$ cat src/rtl/ysyx_23060208_ifetch.sv
// Instruction fetch: owns the PC, issues one AR/R read per instruction and buffers it for decode.
// Latency: AR (1) + SRAM read + OUT (1) cycles per instruction; decode stalls hold S_OUT, and redirects cancel in-flight reads.
module ysyx_23060208_ifetch #(
    parameter int                    DATA_WIDTH = 32,
    parameter logic [DATA_WIDTH-1:0] RESET_PC   = 32'h8000_0000
) (
    input  logic                  clk,
    input  logic                  rst,
    output logic [DATA_WIDTH-1:0] isram_araddr,
    output logic                  isram_arvalid,
    input  logic                  isram_arready,
    input  logic [1:0]            isram_rresp,
    input  logic                  isram_rvalid,
    input  logic [DATA_WIDTH-1:0] isram_rdata,
    output logic                  isram_rready,
    output logic                  ifu_allowin,
    input  logic                  redirect_valid,
    input  logic [DATA_WIDTH-1:0] redirect_pc,
    output logic                  to_idu_valid,
    output logic [DATA_WIDTH-1:0] to_idu_inst,
    output logic [DATA_WIDTH-1:0] to_idu_pc,
    output logic                  to_idu_err,
    input  logic                  idu_allowin
);

    typedef enum logic [1:0] {
        S_IDLE = 2'd0,
        S_AR   = 2'd1,
        S_R    = 2'd2,
        S_OUT  = 2'd3
    } state_e;

    state_e                state_q;
    logic [DATA_WIDTH-1:0] pc_q;
    logic [DATA_WIDTH-1:0] pend_pc_q;
    logic                  kill_q;
    logic [DATA_WIDTH-1:0] inst_q;
    logic [DATA_WIDTH-1:0] pc_out_q;
    logic                  err_q;

    always_ff @(posedge clk) begin
        if (rst) begin
            state_q   <= S_IDLE;
            pc_q      <= RESET_PC;
            pend_pc_q <= '0;
            kill_q    <= 1'b0;
            inst_q    <= '0;
            pc_out_q  <= '0;
            err_q     <= 1'b0;
        end else begin
            case (state_q)
                S_IDLE: state_q <= S_AR;
                S_AR: begin
                    // pc stays put so araddr is stable while the request is offered
                    if (redirect_valid) begin
                        pend_pc_q <= redirect_pc;
                        kill_q    <= 1'b1;
                    end
                    if (isram_arready) begin
                        state_q <= S_R;
                    end
                end
                S_R: begin
                    if (isram_rvalid) begin
                        if (!kill_q && !redirect_valid) begin
                            inst_q   <= isram_rdata;
                            pc_out_q <= pc_q;
                            err_q    <= (isram_rresp != 2'b00);
                            state_q  <= S_OUT;
                        end else begin
                            // wrong-path beat: drop it and restart at the newest target
                            pc_q    <= redirect_valid ? redirect_pc : pend_pc_q;
                            kill_q  <= 1'b0;
                            state_q <= S_AR;
                        end
                    end else if (redirect_valid) begin
                        pend_pc_q <= redirect_pc;
                        kill_q    <= 1'b1;
                    end
                end
                S_OUT: begin
                    if (redirect_valid) begin
                        pc_q    <= redirect_pc;
                        state_q <= S_AR;
                    end else if (idu_allowin) begin
                        pc_q    <= pc_q + DATA_WIDTH'(4);
                        state_q <= S_AR;
                    end
                end
                default: state_q <= S_IDLE;
            endcase
        end
    end

    assign isram_araddr  = pc_q;
    assign isram_arvalid = (state_q == S_AR);
    assign isram_rready  = (state_q == S_R);
    assign to_idu_valid  = (state_q == S_OUT);
    assign ifu_allowin   = (state_q != S_OUT);
    assign to_idu_inst   = inst_q;
    assign to_idu_pc     = pc_out_q;
    assign to_idu_err    = err_q;

endmodule

$ cat config.mk
export PLATFORM = sky130hd
export DESIGN_NAME = ysyx_23060208_ifetch
export DESIGN_NICKNAME = d
export VERILOG_FILES = /design/src/rtl/ysyx_23060208_ifetch.sv
export SDC_FILE = /design/constraint.sdc
export NUM_CORES = 1
export LEC_CHECK = 0
export ABC_AREA = 1
export BUFFER_PORTS_ARGS = -buffer_cell sky130_fd_sc_hd__buf_2
export CORE_UTILIZATION = 40
export CTS_CLUSTER_SIZE = 25
export DETAILED_ROUTE_END_ITERATION = 6
export SLEW_MARGIN = 30
export SYNTH_ARGS = -nofsm -noshare
export SYNTH_HDL_FRONTEND = slang
export SYNTH_SLANG_ARGS = --single-unit
$ cat constraint.sdc
create_clock -name clk -period 3.14 [get_ports clk]
set_clock_uncertainty 0.15 [all_clocks]
set_input_delay 0.471 -clock clk [delete_from_list [all_inputs] [get_ports clk]]
set_output_delay 0.471 -clock clk [all_outputs]
set_load 0.01 [all_outputs]
==> flow_summary_export.csv, run 1 <==
group,metric,value,unit
outcome,status,"finished, final reports clean",
clock_network,cts_hold_buf,0,
final_layout,fin_cells,1204,
yosys,synthesis.area,6130,um2
final_layout,area_growth,25.3,%
pwr,power_density,569,nW/um2
final_layout,final_cell_mix,"buf_2, o21ai_0, dfxtp_1",
yosys,syn-num-nets,933,
timing,whs,0.115,ns
floorplanning,fp.coreArea,14800,um2
yosys,avgSynthCellArea,7.16,um2
floorplanning,die_x,126,um
final_layout,antenna_cells,0,
floorplanning,die-area,15800,um2
worst_setup_path,cp_max_fo,33,
worst_setup_path,rrSetupSlack,0.87,ns
timing,finalHoldViolations,0,
final_layout,seq_area,2640,um2
clock_network,clk_latency,0.42,ns
drt,avgRoutedWirePerCell,15.1,um
floorplanning,die_height,126,um
final_layout,drive_gt1_share,23.7,%
drt,via_per_inst,5.19,
drt,drt_iter0_drc,381,
pwr,vdd_ir_drop_max,0.379,mV
yosys,ys_seq_area_share,43.1,%
timing,relSlewSlack,61.9,%
timing,finalSetupViolations,0,
worst_setup_path,timing.rr.end,"isram_araddr[3]$_SDFFE_PP0P_",
global_route,grt-ovfl-total,0,
worst_setup_path,crit_path_start_kind,"flip-flop",
global_route,antenna_found_initial,0,
hold_path,whs_endpoint,"to_idu_inst[18]$_SDFFE_PP0P_",
floorplanning,rows,44,
drt,wl,18200,um
hold_path,hp-class,"input port to flip-flop",
yosys,ys_seq_elements,132,
yosys,synth_warnings,0,
clock_network,cts_post_setup_buffers_inserted,0,
worst_setup_path,worst-endpoint-required,3.26,ns
hold_path,worstHoldPathCells,3,
worst_setup_path,r2r-start,"state_q[0]$_SDFFE_PP0P_",
timing,period_needed,2.27,ns
timing,rsz0062_at_grt,"false",
worst_setup_path,arrival,2.40,ns
clock_network,cts_buffers,17,
clock_network,h-tree-depth,4,
worst_setup_path,endpoint_kind,"flip-flop",
drt,antenna_left,0,
clock_network,cts.path.max_buffers,2,
clock_network,cts.reportedPaths.clkPinSlew,0.06,ns
yosys,syn_inst,856,
placed_design,placed_cells,1172,
clock_network,post_cts_resized,0,
final_layout,final_nets,1084,
placed_design,gp_congestion,0.822,
global_route,grt_usage,23.5,%
global_route,grt_max_degree,89,
worst_setup_path,r2r_cells,8,
timing,min_period_over_period,72.4,%
yosys,synth.distinct_cells,38,
global_route,grt_pass1_vias,5576,
floorplanning,start_util,41.5,%
placed_design,port_buffers,172,
clock_network,cts.sinks,132,
timing,slew_viol_final,0,
drt,drc,0,
final_layout,fillers,1498,
timing,worst_pin_slew,0.566,ns
drt,num_vias,6249,
floorplanning,boundaryPins,173,
job,maxCapViolations,0,
global_route,grt_pass1_wl,29300,um
timing,max_freq,440,MHz
worst_setup_path,critPathKind,"flip-flop to flip-flop",
drt,firstDrtPassIters,6,
placed_design,hpwl,12500,um
clock_network,cts_tree,"done",
final_layout,multiInputGateArea,3010,um2
clock_network,cts-root-buf,"clkbuf_16",
pwr,leakage,0.00361,uW
timing,totalNegativeSetupSlack,0,ns
hold_path,min-delay-start,"isram_rdata[18]",
final_layout,final_common_cell,"buf_2",
[worst max-delay path, stage by stage (launching register included)]
cell and delay [ns]:
dfxtp_1 0.40, ha_1 0.24, inv_4 0.12, nor2_8 0.28
nand2_1 0.11, nand2_2 0.25, inv_2 0.27, o21ai_0 0.24
a41oi_1 0.06
[cells in the mapped netlist]
cell type  instances  share of area, %
clkbuf_1          32               2.0
o21ai_1            3              0.24
nand3_1           22               1.8
o211ai_1           1              0.12
o31ai_1            6              0.73
nand4_1           10               1.0
a21oi_1           83               6.8
o21a_1             3              0.37
inv_2              3              0.18
a41oi_1            1              0.14
a221oi_1           1              0.14
and2_1             2              0.20
buf_2             17               1.4
buf_4              3              0.37
inv_1             60               3.7
nand2_2            5              0.51
o22ai_2            1              0.20
buf_6              1              0.18
inv_4              1              0.10
nor2_8             4               1.3
o21ai_0          147                12
dfxtp_1          132                43
a21oi_2            1              0.14
a31oi_1           21               2.1
nor2_2             5              0.51
xor2_1             2              0.29
o21bai_1           1              0.12
nor2_1           129               7.9
nand2_1          123               7.5
nand2_4            2              0.37
nand3_4            1              0.29
a211oi_1          10               1.2
nor2_4             3              0.55
o22ai_1            3              0.31
o2111ai_1          1              0.14
ha_1               5               1.0
nor4_1             1              0.10
nor3_1            10              0.82
[worst max-delay path by stage]
| stage | slack, ns | to | cells past startpoint | from |
|---|---|---|---|---|
| 4_1_cts | 0.85 | isram_araddr[3]$_SDFFE_PP0P_ | 8 | state_q[0]$_SDFFE_PP0P_ |
| 3_5_place_dp | 0.73 | isram_araddr[14]$_SDFFE_PP0P_ | 8 | redirect_valid |
| 5_1_grt | 0.67 | isram_araddr[3]$_SDFFE_PP0P_ | 8 | state_q[0]$_SDFFE_PP0P_ |
| 3_3_place_gp | 0.73 | isram_araddr[14]$_SDFFE_PP0P_ | 8 | redirect_valid |
| 2_1_floorplan | 1.31 | isram_araddr[29]$_SDFFE_PP0P_ | 10 | state_q[0]$_SDFFE_PP0P_ |
| 6_report | 0.87 | isram_araddr[3]$_SDFFE_PP0P_ | 8 | state_q[0]$_SDFFE_PP0P_ |
[layout make-up]
cell class | count | share of cell area [%]
Clock buffer | 20 | 5.82
Sequential cell | 132 | 34.4
Timing Repair Buffer | 185 | 12.8
Clock inverter | 12 | 1.69
Multi-Input combinational cell | 607 | 39.1
Tap cell | 184 | 3.00
Inverter | 64 | 3.16
[power by group]
group	switching, uW	internal [uW]
Sequential	77.1	1800
Clock	761	1190
Combinational	348	196
[stage by stage]
step | util [%] | total power (uW) | area (um2) | worst slack [ns]
finish | 52.1 | 4370 | 7680 | 0.866
floorplan | - | 2250 | 6130 | 1.31
global placement | 48.2 | 2450 | 7100 | 0.732
detailed placement | 48.2 | 2450 | 7100 | 0.727
global route | 52.1 | 4580 | 7680 | 0.669
CTS | 52.1 | 4400 | 7680 | 0.853
[state kept, by name, indices dropped and copies added, names as in the netlist]
signal,cells
to_idu_pc,32
to_idu_err,1
state_q,2
to_idu_inst,32
isram_araddr,32
pend_pc_q,32
kill_q,1
[logic make-up after synthesis]
group,count (synthesis),share of synthesized area (%)
fa+ha+maj,5,1.02
xor+xnor,2,0.286
simple gates,317,22.9
buf+inv,117,7.86
compound gates,283,24.8
flops,132,43.1
[layer usage]
metal	global-route usage, %	share of wire [%]
met1	33.7	50
met2	34.8	44
met3	4.97	4.8
met4	8.50	1.6
met5	0	0
Note: power is estimated with default switching activity, not from simulation.
==> inputs of run 2 (changes only) <==
==> constraint.sdc (replaced) <==
create_clock -name clk -period 2.3 [get_ports clk]
set_clock_uncertainty 0.15 [all_clocks]
set_input_delay 0.345 -clock clk [delete_from_list [all_inputs] [get_ports clk]]
set_output_delay 0.345 -clock clk [all_outputs]
set_load 0.01 [all_outputs]
==> flow_summary_export.csv, run 2 (synthesized netlist as in run 1, its figures left out) <==
group,metric,value,unit
floorplanning,die-area,15800,um2
drt,num_vias,6391,
final_layout,drive_gt1_share,23.7,%
pwr,vdd_ir_drop_max,0.484,mV
worst_setup_path,endpoint_kind,"primary output",
drt,via_per_inst,5.18,
drt,avgRoutedWirePerCell,15.2,um
global_route,grt_pass1_wl,29900,um
final_layout,final_common_cell,"buf_2",
global_route,antenna_found_initial,0,
floorplanning,boundaryPins,173,
floorplanning,rows,44,
floorplanning,start_util,41.5,%
pwr,leakage,0.00381,uW
worst_setup_path,crit_path_start_kind,"flip-flop",
floorplanning,die_x,126,um
final_layout,antenna_cells,0,
clock_network,cts_tree,"done",
clock_network,clk_latency,0.43,ns
worst_setup_path,cp_max_fo,27,
timing,rsz0062_at_grt,"false",
clock_network,cts-root-buf,"clkbuf_16",
hold_path,hp-class,"input port to flip-flop",
clock_network,cts_buffers,17,
pwr,power_density,809,nW/um2
clock_network,cts.path.max_buffers,2,
timing,max_freq,473,MHz
global_route,grtUsageMet1,34.2,%
worst_setup_path,critPathKind,"flip-flop to primary output",
placed_design,hpwl,12800,um
timing,worst_pin_slew,0.734,ns
worst_setup_path,worst-endpoint-required,1.80,ns
placed_design,place_area,7170,um2
final_layout,fin_area,8100,um2
clock_network,cts.reportedPaths.clkPinSlew,0.06,ns
drt,drt_iter0_drc,452,
global_route,grt-ovfl-total,0,
drt,drc,0,
floorplanning,die_height,126,um
timing,slew_viol_final,0,
placed_design,port_buffers,172,
global_route,globalRouteMet3Util,5.01,%
global_route,grt_usage,24.2,%
floorplanning,fp.coreArea,14800,um2
clock_network,cts_post_setup_buffers_inserted,0,
clock_network,cts.sinks,132,
final_layout,final_cell_mix,"buf_2, o21ai_0, dfxtp_1",
job,maxCapViolations,0,
drt,wl,18800,um
worst_setup_path,arrival,1.62,ns
final_layout,final_nets,1115,
final_layout,area_growth,32.2,%
global_route,busiest_layer,"met2",
timing,min_period_over_period,91.9,%
placed_design,gp_congestion,0.849,
clock_network,h-tree-depth,4,
timing,totalNegativeSetupSlack,0,ns
global_route,globalRouteMet2Util,36.2,%
timing,relSlewSlack,51.0,%
timing,period_needed,2.11,ns
timing,finalSetupViolations,0,
drt,antenna_left,0,
outcome,status,"finished, final reports clean",
global_route,grt_max_degree,46,
global_route,grt_pass1_vias,5726,
timing,finalHoldViolations,0,
drt,firstDrtPassIters,7,
-- run 2: repair_timing --
| action | CTS | global route |
|---|---|---|
| hold endpoints to repair | 24 | 0 |
| gates resized for setup | 0 | 0 |
| hold buffers | 24 | 0 |
-- run 2: power breakdown --
part	switching (uW)	total [uW]	internal [uW]
clock network	1020	3190	2170
registers	103	2560	2460
logic	492	807	315
total	1610	6560	4950
-- run 2: critical path, cell delays in order, from the launching register on --
cell     delay [ns]
dfxtp_1        0.40
ha_1           0.25
buf_4          0.35
buf_2          0.20
-- run 2: final cells by class --
cell class                 instances  area, um2
inverter                          64        243
sequential                       132       2640
clock inverter                     8        194
tap                              184        230
timing repair buffer             216       1290
fill                            1448       6650
multi-input combinational        607       3010
clock buffer                      23        498
-- run 2: layer usage --
metal,vias to the layer above,routed length [um]
met2,219,8260
met5,-,0
met1,2908,9040
li1,3241,-
met4,0,342
met3,23,1150
-- run 2: metrics by stage --
stage | setup WS [ns] | hold WS (ns) | power, uW | instances | utilization, %
after floorplan | 0.466 | 0.291 | 3070 | 856 | -
after global placement | 0.333 | 0.298 | 3370 | 1179 | 48.6
after detailed placement | 0.294 | 0.305 | 3370 | 1179 | 48.6
after CTS | 0.180 | 0.000690 | 6590 | 1234 | 54.9
after global routing | 0.0200 | 0.00142 | 6810 | 1234 | 54.9
final | 0.186 | 0.00478 | 6560 | 1234 | 54.9
-- run 2: worst paths after layout --
kind,from,endpoint,slack (ns),cells after the start
max,state_q[0]$_SDFFE_PP0P_,to_idu_valid,0.19,3
min reg2reg,to_idu_err$_SDFFE_PP0P_,to_idu_err$_SDFFE_PP0P_,0.31,2
max reg2reg,state_q[0]$_SDFFE_PP0P_,isram_araddr[24]$_SDFFE_PP0P_,0.29,8
min,isram_rdata[5],to_idu_inst[5]$_SDFFE_PP0P_,0.005,3
==> inputs of run 3 (changes only) <==
--- a/config.mk
+++ b/config.mk
@@ -6,10 +6,12 @@
 export NUM_CORES = 1
 export LEC_CHECK = 0
 export ABC_AREA = 1
+export ABC_CLOCK_PERIOD_IN_PS = 2300
 export BUFFER_PORTS_ARGS = -buffer_cell sky130_fd_sc_hd__buf_2
 export CORE_UTILIZATION = 40
 export CTS_CLUSTER_SIZE = 25
 export DETAILED_ROUTE_END_ITERATION = 6
+export PLACE_DENSITY = 0.7
 export SLEW_MARGIN = 30
 export SYNTH_ARGS = -nofsm -noshare
 export SYNTH_HDL_FRONTEND = slang
==> flow_summary_export.csv, run 3 (synthesized netlist as in run 1, its figures left out) <==
group,metric,value,unit
outcome,status,"finished, final reports clean",
floorplanning,fp.coreArea,14800,um2
worst_setup_path,arrival,1.59,ns
worst_setup_path,cp_slowest_stage_delay,0.40,ns
pwr,power_density,761,nW/um2
global_route,grt_pass1_wl,29400,um
worst_setup_path,crit_path_start_kind,"flip-flop",
job,maxCapViolations,0,
drt,via_per_inst,5.18,
worst_setup_path,startpoint,"state_q[0]$_SDFFE_PP0P_",
worst_setup_path,endpoint_kind,"primary output",
pwr,vdd_ir_drop_max,0.481,mV
drt,firstDrtPassIters,6,
worst_setup_path,crit_chain,"ha_1 -> buf_4 -> buf_2",
drt,drt_iter0_drc,490,
placed_design,placed_cells,1174,
clock_network,clk_latency,0.42,ns
floorplanning,die-area,15800,um2
timing,finalSetupViolations,0,
clock_network,cts-root-buf,"clkbuf_16",
worst_setup_path,r2r-start,"state_q[0]$_SDFFE_PP0P_",
floorplanning,die_x,126,um
timing,finalHoldViolations,0,
clock_network,cts.reportedPaths.clkPinSlew,0.06,ns
final_layout,drive_gt1_share,23.1,%
floorplanning,start_util,41.5,%
clock_network,cts.sinks,132,
timing,max_freq,480,MHz
clock_network,h-tree-depth,4,
floorplanning,boundaryPins,173,
worst_setup_path,critPathKind,"flip-flop to primary output",
final_layout,final_cell_mix,"buf_2, o21ai_0, dfxtp_1",
final_layout,fin_cells,1232,
clock_network,cts_tree,"done",
final_layout,antenna_cells,0,
worst_setup_path,worst-endpoint-required,1.80,ns
floorplanning,rows,44,
drt,wl,18200,um
timing,relSlewSlack,51.0,%
clock_network,cts_buffers,17,
final_layout,final_common_cell,"buf_2",
worst_setup_path,slowest_stage,"dfxtp_1",
global_route,grt_usage,23.4,%
timing,rsz0062_at_grt,"false",
global_route,antenna_found_initial,0,
global_route,grt-ovfl-total,0,
hold_path,hp-class,"input port to flip-flop",
floorplanning,die_height,126,um
hold_path,min-delay-start,"isram_rdata[2]",
placed_design,port_buffers,172,
placed_design,hpwl,12400,um
timing,slew_viol_final,0,
final_layout,final_nets,1113,
clock_network,cts_post_setup_buffers_inserted,0,
drt,num_vias,6384,
final_layout,area_growth,30.4,%
clock_network,cts.path.max_buffers,2,
drt,avgRoutedWirePerCell,14.8,um
timing,worst_pin_slew,0.734,ns
worst_setup_path,cp_max_fo,27,
timing,period_needed,2.08,ns
timing,totalNegativeSetupSlack,0,ns
global_route,grt_pass1_vias,5878,
pwr,leakage,0.00374,uW
timing,min_period_over_period,90.6,%
global_route,grt_max_degree,89,
drt,drc,0,
placed_design,gp_congestion,0.874,
drt,antenna_left,0,
## run 3: stage by stage
stage	setup WS, ns	hold slack, ns	total power, uW	instance area [um2]	util [%]
after floorplan	0.466	0.291	3070	6130	-
after CTS	0.215	0.000801	6120	8000	54.2
final	0.217	0.0103	6080	8000	54.2
after global routing	0.124	0.00588	6360	8000	54.2
after detailed placement	0.300	0.304	3360	7130	48.3
after global placement	0.345	0.297	3340	7130	48.3
## run 3: area by class of cell
class,instances,area [um2]
Multi-Input combinational cell,607,3010
Timing Repair Buffer,214,1280
Tap cell,184,230
Fill cell,1469,6760
Clock inverter,9,129
Sequential cell,132,2640
Clock buffer,22,464
Inverter,64,243
## run 3: worst paths after layout
kind                                                      end  slack (ns)  cells after the start
worst max register to register  isram_araddr[14]$_SDFFE_PP0P_        0.26                      8
worst min register to register        to_idu_err$_SDFFE_PP0P_        0.31                      2
worst min-delay path              to_idu_inst[2]$_SDFFE_PP0P_        0.01                      3
worst max-delay path                             to_idu_valid        0.22                      3
## run 3: what timing repair did
item | in CTS | in global routing
resized for setup | 0 | 0
hold buffers | 27 | 0
setup endpoints to repair | 0 | 0
endpoints found under the hold margin | 27 | 0
## run 3: report_power, final
part           switching [uW]  internal (uW)
registers                 106           2460
clock network             971           1750
logic                     483            312
## run 3: per-layer routing
layer,GRT usage (%),part of all wire (%)
met2,36.8,45
met4,7.23,1.2
met5,0,0
met3,5.10,6.0
met1,31.9,47
## run 3: critical path, delay by kind of cell, from the launching register on
kind / cells / cell delay (ns)
DFF: 1 / 0.40
adders and majority gates: 1 / 0.24
buffers and inverters: 2 / 0.53
